## src/rtl/bitwise_op_scheduler.sv

```systemverilog
// Two-requester round-robin scheduler for AND/OR/XOR/repeated right-shift ops.
// Accept-to-result: 2 cycles, or 1+max(1,shamt) for RS1; one op in flight, result held until rsp_ready.
module bitwise_op_scheduler #(
    parameter int N = 8,
    localparam int SW = $clog2(N)
) (
    input  logic          clk,
    input  logic          rst,
    input  logic          req0_valid,
    output logic          req0_ready,
    input  logic [N-1:0]  req0_a,
    input  logic [N-1:0]  req0_b,
    input  logic [1:0]    req0_op,
    input  logic [SW-1:0] req0_shamt,
    input  logic          req1_valid,
    output logic          req1_ready,
    input  logic [N-1:0]  req1_a,
    input  logic [N-1:0]  req1_b,
    input  logic [1:0]    req1_op,
    input  logic [SW-1:0] req1_shamt,
    output logic          rsp_valid,
    input  logic          rsp_ready,
    output logic [N-1:0]  rsp_result,
    output logic          rsp_id,
    output logic          busy
);
    localparam logic [1:0] OP_AND = 2'd0;
    localparam logic [1:0] OP_OR  = 2'd1;
    localparam logic [1:0] OP_XOR = 2'd2;
    localparam logic [1:0] OP_RS1 = 2'd3;

    typedef enum logic [1:0] {IDLE, EXEC, RESP} state_t;

    state_t        state;
    logic          last_grant;
    logic          id_r;
    logic [N-1:0]  acc;
    logic [N-1:0]  b_r;
    logic [1:0]    op_r;
    logic [SW-1:0] cnt;
    logic          grant0;
    logic          grant1;

    // last_grant==1 means requester 0 wins the next tie
    assign grant0 = req0_valid & (~req1_valid | last_grant);
    assign grant1 = req1_valid & ~grant0;

    // Gated by rst so nothing is accepted while the block is held in reset
    assign req0_ready = ~rst & (state == IDLE) & grant0;
    assign req1_ready = ~rst & (state == IDLE) & grant1;

    assign rsp_valid  = (state == RESP);
    assign busy       = (state != IDLE);
    assign rsp_result = acc;
    assign rsp_id     = id_r;

    always_ff @(posedge clk) begin
        if (rst) begin
            state      <= IDLE;
            last_grant <= 1'b1;
            acc        <= '0;
            cnt        <= '0;
            id_r       <= 1'b0;
            b_r        <= '0;
            op_r       <= OP_AND;
        end else begin
            case (state)
                IDLE: begin
                    if (req0_ready | req1_ready) begin
                        id_r       <= req1_ready;
                        last_grant <= req1_ready;
                        acc        <= req1_ready ? req1_a     : req0_a;
                        b_r        <= req1_ready ? req1_b     : req0_b;
                        op_r       <= req1_ready ? req1_op    : req0_op;
                        cnt        <= req1_ready ? req1_shamt : req0_shamt;
                        state      <= EXEC;
                    end
                end
                EXEC: begin
                    case (op_r)
                        OP_AND: acc <= acc & b_r;
                        OP_OR:  acc <= acc | b_r;
                        OP_XOR: acc <= acc ^ b_r;
                        default: begin
                            if (cnt != '0) begin
                                acc <= acc >> 1;
                                cnt <= cnt - SW'(1);
                            end
                        end
                    endcase
                    // shamt=0 still spends one EXEC cycle, leaving acc = a
                    if ((op_r != OP_RS1) || (cnt <= SW'(1))) begin
                        state <= RESP;
                    end
                end
                RESP: begin
                    if (rsp_ready) begin
                        state <= IDLE;
                    end
                end
                default: state <= IDLE;
            endcase
        end
    end
endmodule
```

## config.mk

```make
export PLATFORM = sky130hd
export DESIGN_NAME = bitwise_op_scheduler
export DESIGN_NICKNAME = d
export VERILOG_FILES = /design/src/rtl/bitwise_op_scheduler.sv
export SDC_FILE = /design/constraint.sdc
export NUM_CORES = 1
export LEC_CHECK = 0
export CAP_MARGIN = 20
export CORE_MARGIN = 1
export CORE_UTILIZATION = 47
export DETAILED_ROUTE_END_ITERATION = 6
export GPL_ROUTABILITY_DRIVEN = 0
export PLACE_DENSITY_LB_ADDON = 0.05
export SLEW_MARGIN = 30
export SYNTH_ARGS = -nofsm -noshare
export SYNTH_HDL_FRONTEND = slang
export SYNTH_SLANG_ARGS = --single-unit
export TNS_END_PERCENT = 5
```

## constraint.sdc

```tcl
create_clock -name clk -period 2 [get_ports clk]
set_input_delay 0.4 -clock clk [delete_from_list [all_inputs] [get_ports clk]]
set_output_delay 0.4 -clock clk [all_outputs]
set_load 0.02 [all_outputs]
```

[After elaboration in Yosys (flattened, before gate mapping)]
Index checks and enable logic that the tools add are counted.
Storage, ports and cells
  bits in writable memories: 0
  bits of input ports: 47
  latch bits: 0
  register bits: 25
  bits in read-only memories: 0
  memories: 0
  output and inout port bits: 13
  logic and storage cells: 60
Operators by class
  eq/ne operators: 11
  divide/modulo/power cells: 0
  reductions and logical operators: 11
  muxes and demuxes: 16
  multipliers: 0
  bitwise logic cells: 13
  shift-type cells: 0
  order comparisons: 1
  add/subtract/negate cells: 1
Operators by type and width (number)
  8-bit 2-to-1 mux: 4
  8-bit case mux with 3 select lines: 1
  8-bit case mux with 2 select lines: 1
  3-bit 2-to-1 mux: 4
  8-bit AND: 1
  2-bit 2-to-1 mux: 4
  2-bit != test (second input constant): 4
  8-bit OR: 1
  8-bit XOR: 1
  2-bit case mux with 3 select lines: 1
  3-bit case mux with 2 select lines: 1
  3-bit AND reduction: 2
  1-bit AND: 5
  5-bit by 2-bit != test with 1-bit output (second input constant): 1
  2-bit by 1-bit == test with 1-bit output (second input constant): 2
  2-bit == test (second input constant): 2
  2-bit logical NOT: 2
  2-bit by 1-bit != test with 1-bit output (second input constant): 2
  4-bit AND reduction: 1
  2-bit nonzero test: 2
  3-bit by 1-bit <= comparator with 1-bit output (second input constant): 1
  1-bit NOT: 3
  3-bit nonzero test: 1
  3-bit OR reduction: 1
  other kinds (4): 5

[Depth between registers and ports, before layout]
  depth after elaboration: 9
  mapped depth: 8
  mapped depth without buffers: 6

[Least setup slack after synthesis]
OpenSTA, ideal clock, no wires.
  path kind: reg-to-reg
  from: reg op_r[0]
  to: reg acc[0], in the netlist rsp_result[0]
  path slack: 0.206 ns
  setup time: 0.060 ns
  data arrival time: 1.734 ns
  stages on the path, launching flop included: 8
  data required time: 1.940 ns
  path buffers: 1
  clock period less this slack: 1.794 ns
  cells stage by stage: dfxtp_1 inv_1 ha_1 buf_2 nor4b_2 nand2_1 a21oi_1 a221o_1
On the way
  longest elaborated chain between the ends: 3
  elaborated cells between the ends (all ways): 7
  those cells by class: eq/ne (3); mux (2); reduce/logical (2)
RTL lines
  start, declared: RTL line 39  | logic [1:0] op_r;
  start signal, assigned: RTL line 74  | op_r <= req1_ready ? req1_op : req0_op;
  2-bit == test, or another cell as far along: RTL line 80  | case (op_r)
  8-bit case mux with 3 select lines / 5-bit by 2-bit != test with 1-bit output (equally long branches)
  8-bit case mux with 2 select lines / 3-bit AND reduction (equally long branches)
  end signal, assigned: RTL line 81  | OP_AND: acc <= acc & b_r;
  end signal, assigned: RTL line 82  | OP_OR: acc <= acc | b_r;
  end signal, assigned: RTL line 83  | OP_XOR: acc <= acc ^ b_r;
  end, declared: RTL line 37  | logic [N-1:0] acc;
Parallel ways exist; a longest one is shown, timed or not.
A chain may end at the register's enable or synchronous reset.

[Worst setup path in the final report]
  from: in rst
  to: reg acc[0], in the netlist rsp_result[0]
On the way
  longest elaborated chain between the ends: 6
  elaborated cells between the ends (all ways): 10
  those cells by class: eq/ne (1); mux (3); bitwise (5); reduce/logical (1)
RTL lines
  start, declared: RTL line 8  | input logic rst,
  1-bit NOT: RTL line 49, 50
  1-bit AND: RTL line 49, 50
  1-bit AND, on equally long branches: RTL line 50, 49
  8-bit 2-to-1 mux / 1-bit OR (equally long branches): RTL line 72, 69
  8-bit 2-to-1 mux / 2-bit by 1-bit != test with 1-bit output (equally long branches)
  8-bit case mux with 2 select lines / 3-bit AND reduction (equally long branches)
  end signal, assigned: RTL line 72  | acc <= req1_ready ? req1_a : req0_a;
  end signal, assigned: RTL line 81
  end signal, assigned: RTL line 82
Parallel ways exist; a longest one is shown, timed or not. The select of a mux whose other input is x is not followed.

==> flow_summary.ini <==
[drt]
drt-initial-drc-count = 120
drt-total-wl_um = 4790
routed_via_density = 5.36
vias = 1833
drc = 0
final_antenna_net_count = 0
detail_route.wl_per_cell_um = 14.0
first_pass_iters = 4

[critical_path]
r2r_cells = 7
cp_data_arrival_time_ns = 2.09
crit_start = rst
worst-path-max-fanout = 22
path_class = in2reg
critPathCaptureType = flop
crit-reg2reg-launch = op_r[0]
critPathLaunchType = input port
r2r-end = rsp_result[0]
r2r_slack_ns = 0.17
worstPathRequired_ns = 2.16

[sta]
grt_setup_unrepaired = false
worstMarginPinSlew_ns = 0.460
slew_viol_final = 0
hold_viol_final = 0
setup_violations = 0
min_period_over_period_pct = 96.6
fin_crit_ns = 1.93
finClkSkew_ns = 0.00246
max_freq_mhz = 518
slew_headroom_pct = 69.2

[global_routing]
antenna_found_initial = 0
grt_overflow_total = 0
track_usage_pct = 24.0
grt_pass1_wl_um = 8010
grt_max_degree = 23
grt_pass1_vias = 1732

[die]
ios = 60
core_mm2 = 0.00380
num_rows = 22
start_util_pct = 51.1
die_h_um = 66.3
die-area_mm2 = 0.00439
die_w_um = 66.3

[place]
dp_hpwl_um = 3620
portBuffers = 59
dpl_cell_area_mm2 = 0.00270

[pwr]
p_int_mw = 1.02
p_sw_mw = 0.482
p_clk_share_pct = 20.3
swShare_pct = 32.2
p_per_area_mw_per_mm2 = 546
power.share.sequential_pct = 40.1
max-vdd-ir-drop_uv = 401
p_leak_nw = 1.21
power_frac_comb_pct = 39.6
total_power_mw = 1.50

[yosys]
ys_ff_latch = 25
synthCells = 223
synth_area_leader_cell = dfxtp_1
async_reset_ff_share_pct = 0
synth_xor_area_share_pct = 0
synthDominantCellAreaShare_pct = 25.8
synth-edff-count = 0
synth_top_family_by_area = compound AO/OA/AOI/OAI gates
yosys-top-cells-area = dfxtp_1, ha_1, nand2_1, a311oi_1, inv_1
synth_area_mm2 = 0.00194
synthAdderAreaFrac_pct = 14.8
syn_nets = 293
ys_warn_count = 0
synth_simple_gate_area_share_pct = 19.8
synth_mux_area_share_pct = 6.70
synth-compound-area-share_pct = 24.3
syn_avg_cell_area_um2 = 8.71
synth_flop_cell = dfxtp_1
yosysSeqAreaShare_pct = 25.8
yosysUniqueCellTypes = 45

[cells_and_area]
seqCellArea_um2 = 500
final_cell_mix = clkdlybuf4s50_1, nand2_1, dfxtp_1, ha_1, inv_1
final_common_cell = clkdlybuf4s50_1
n_antenna_cell = 0
multi_input_area_mm2 = 0.00128
layout.nets = 365
final_cell_area_mm2 = 0.00274
n_fill_cell = 314
drive_above_1_share_pct = 16.0
syn2layout_area_growth_pct = 41.2

[min_path]
min_from = rsp_id
hold_depth = 2
hold_path_end = rsp_id
min_path_type = reg2reg

[clock_tree]
clk_pin_slew_ns = 0.09
clockBufferDepth = 2
cts_root_buf = clkbuf_8
numCtsBuffers = 3
cts_max_level = 1
cts_sinks = 25
clk_latency_ns = 0.27
tritoncts = done

[run_status]
status = complete, no violations

[flow_run]
cap_violations = 0
-- power by group through the flow --
stage | combinational (mW) | sequential (mW) | clock [mW]
6_report | 0.592 | 0.601 | 0.304
5_1_grt | 0.651 | 0.610 | 0.337
4_1_cts | 0.592 | 0.601 | 0.314
3_5_place_dp | 0.590 | 0.612 | 0
3_3_place_gp | 0.578 | 0.612 | 0
2_1_floorplan | 0.311 | 0.624 | 0
-- cells in the mapped netlist, types with 2 or more instances --
library cell  instances
mux2_4                5
o311a_1               6
or2_2                 2
mux2_2                4
nor2_1               16
dfxtp_1              25
a311oi_1             10
clkbuf_1              4
a32oi_1               2
buf_6                 3
nand2_1              28
a21oi_1               7
nor3_1                2
nand2b_1              4
and3_1                2
ha_1                 23
a221o_1               8
o21ai_0               5
buf_2                 4
nor2b_1               9
a211o_1               2
a22o_1                6
a22oi_1               2
inv_1                22
nor4b_2               2
-- sequential cells by signal, summed over array words and instances (netlist names) --
register and count:
cnt 3, last_grant 1, b_r 8, state 2, op_r 2, rsp_result 8, rsp_id 1
-- per-stage QoR --
| stage | setup TNS [ns] | worst slack [ns] | utilization, % | hold slack [ns] | cells |
|---|---|---|---|---|---|
| final | 0 | 0.0677 | 72.2 | 0.490 | 342 |
| after global routing | 0 | 0.000167 | 72.2 | 0.538 | 342 |
| after CTS | 0 | 0.0249 | 72.0 | 0.492 | 342 |
| after detailed placement | -3.48 | -0.265 | 70.9 | 0.472 | 338 |
| after global placement | -3.05 | -0.247 | 70.9 | 0.469 | 338 |
| after floorplan | 0 | 0.206 | - | 0.479 | 223 |
-- area by class of cell --
cell class                 count  area share (%)
timing repair buffer          80            27.9
sequential                    25            18.3
multi-input combinational    162            46.8
clock buffer                   4            1.64
inverter                      23            3.15
tap                           48            2.19
-- worst max-delay path: stages --
cell	delay, ns
clkdlybuf4s50_1	0.53
buf_4	0.29
or3_4	0.21
nor2_8	0.05
buf_12	0.13
buf_4	0.15
a221o_1	0.32
-- per-layer routing --
| layer | up-vias | global-route usage, % | wire [µm] |
|---|---|---|---|
| met5 | - | 0 | 0 |
| met4 | 0 | 8.24 | 67 |
| met3 | 7 | 3.79 | 245 |
| met2 | 50 | 39.7 | 2230 |
| met1 | 840 | 31.4 | 2250 |
| li1 | 936 | - | - |
-- what timing repair did --
item	4_1_cts	5_1_grt
resized for setup	5	3
endpoints found under the hold margin	0	0
setup buffers	0	0
hold buffers	0	0
setup endpoints to repair	4	9
-- how the worst max path moves through the flow --
stage / end / cells after the start
after global placement: req0_ready / 4
final: rsp_result[0] / 7
after detailed placement: req0_ready / 4
after CTS: req0_ready / 4
after global routing: req1_ready / 5
after floorplan: rsp_result[0] / 7
-- logic make-up after synthesis --
logic type,after synthesis
and+or+nand+nor,72
AOI/OAI and AO/OA,57
DFF,25
buffers and inverters,36
adders and majority gates,23
muxes,10
(Power assumes the default switching activity.)
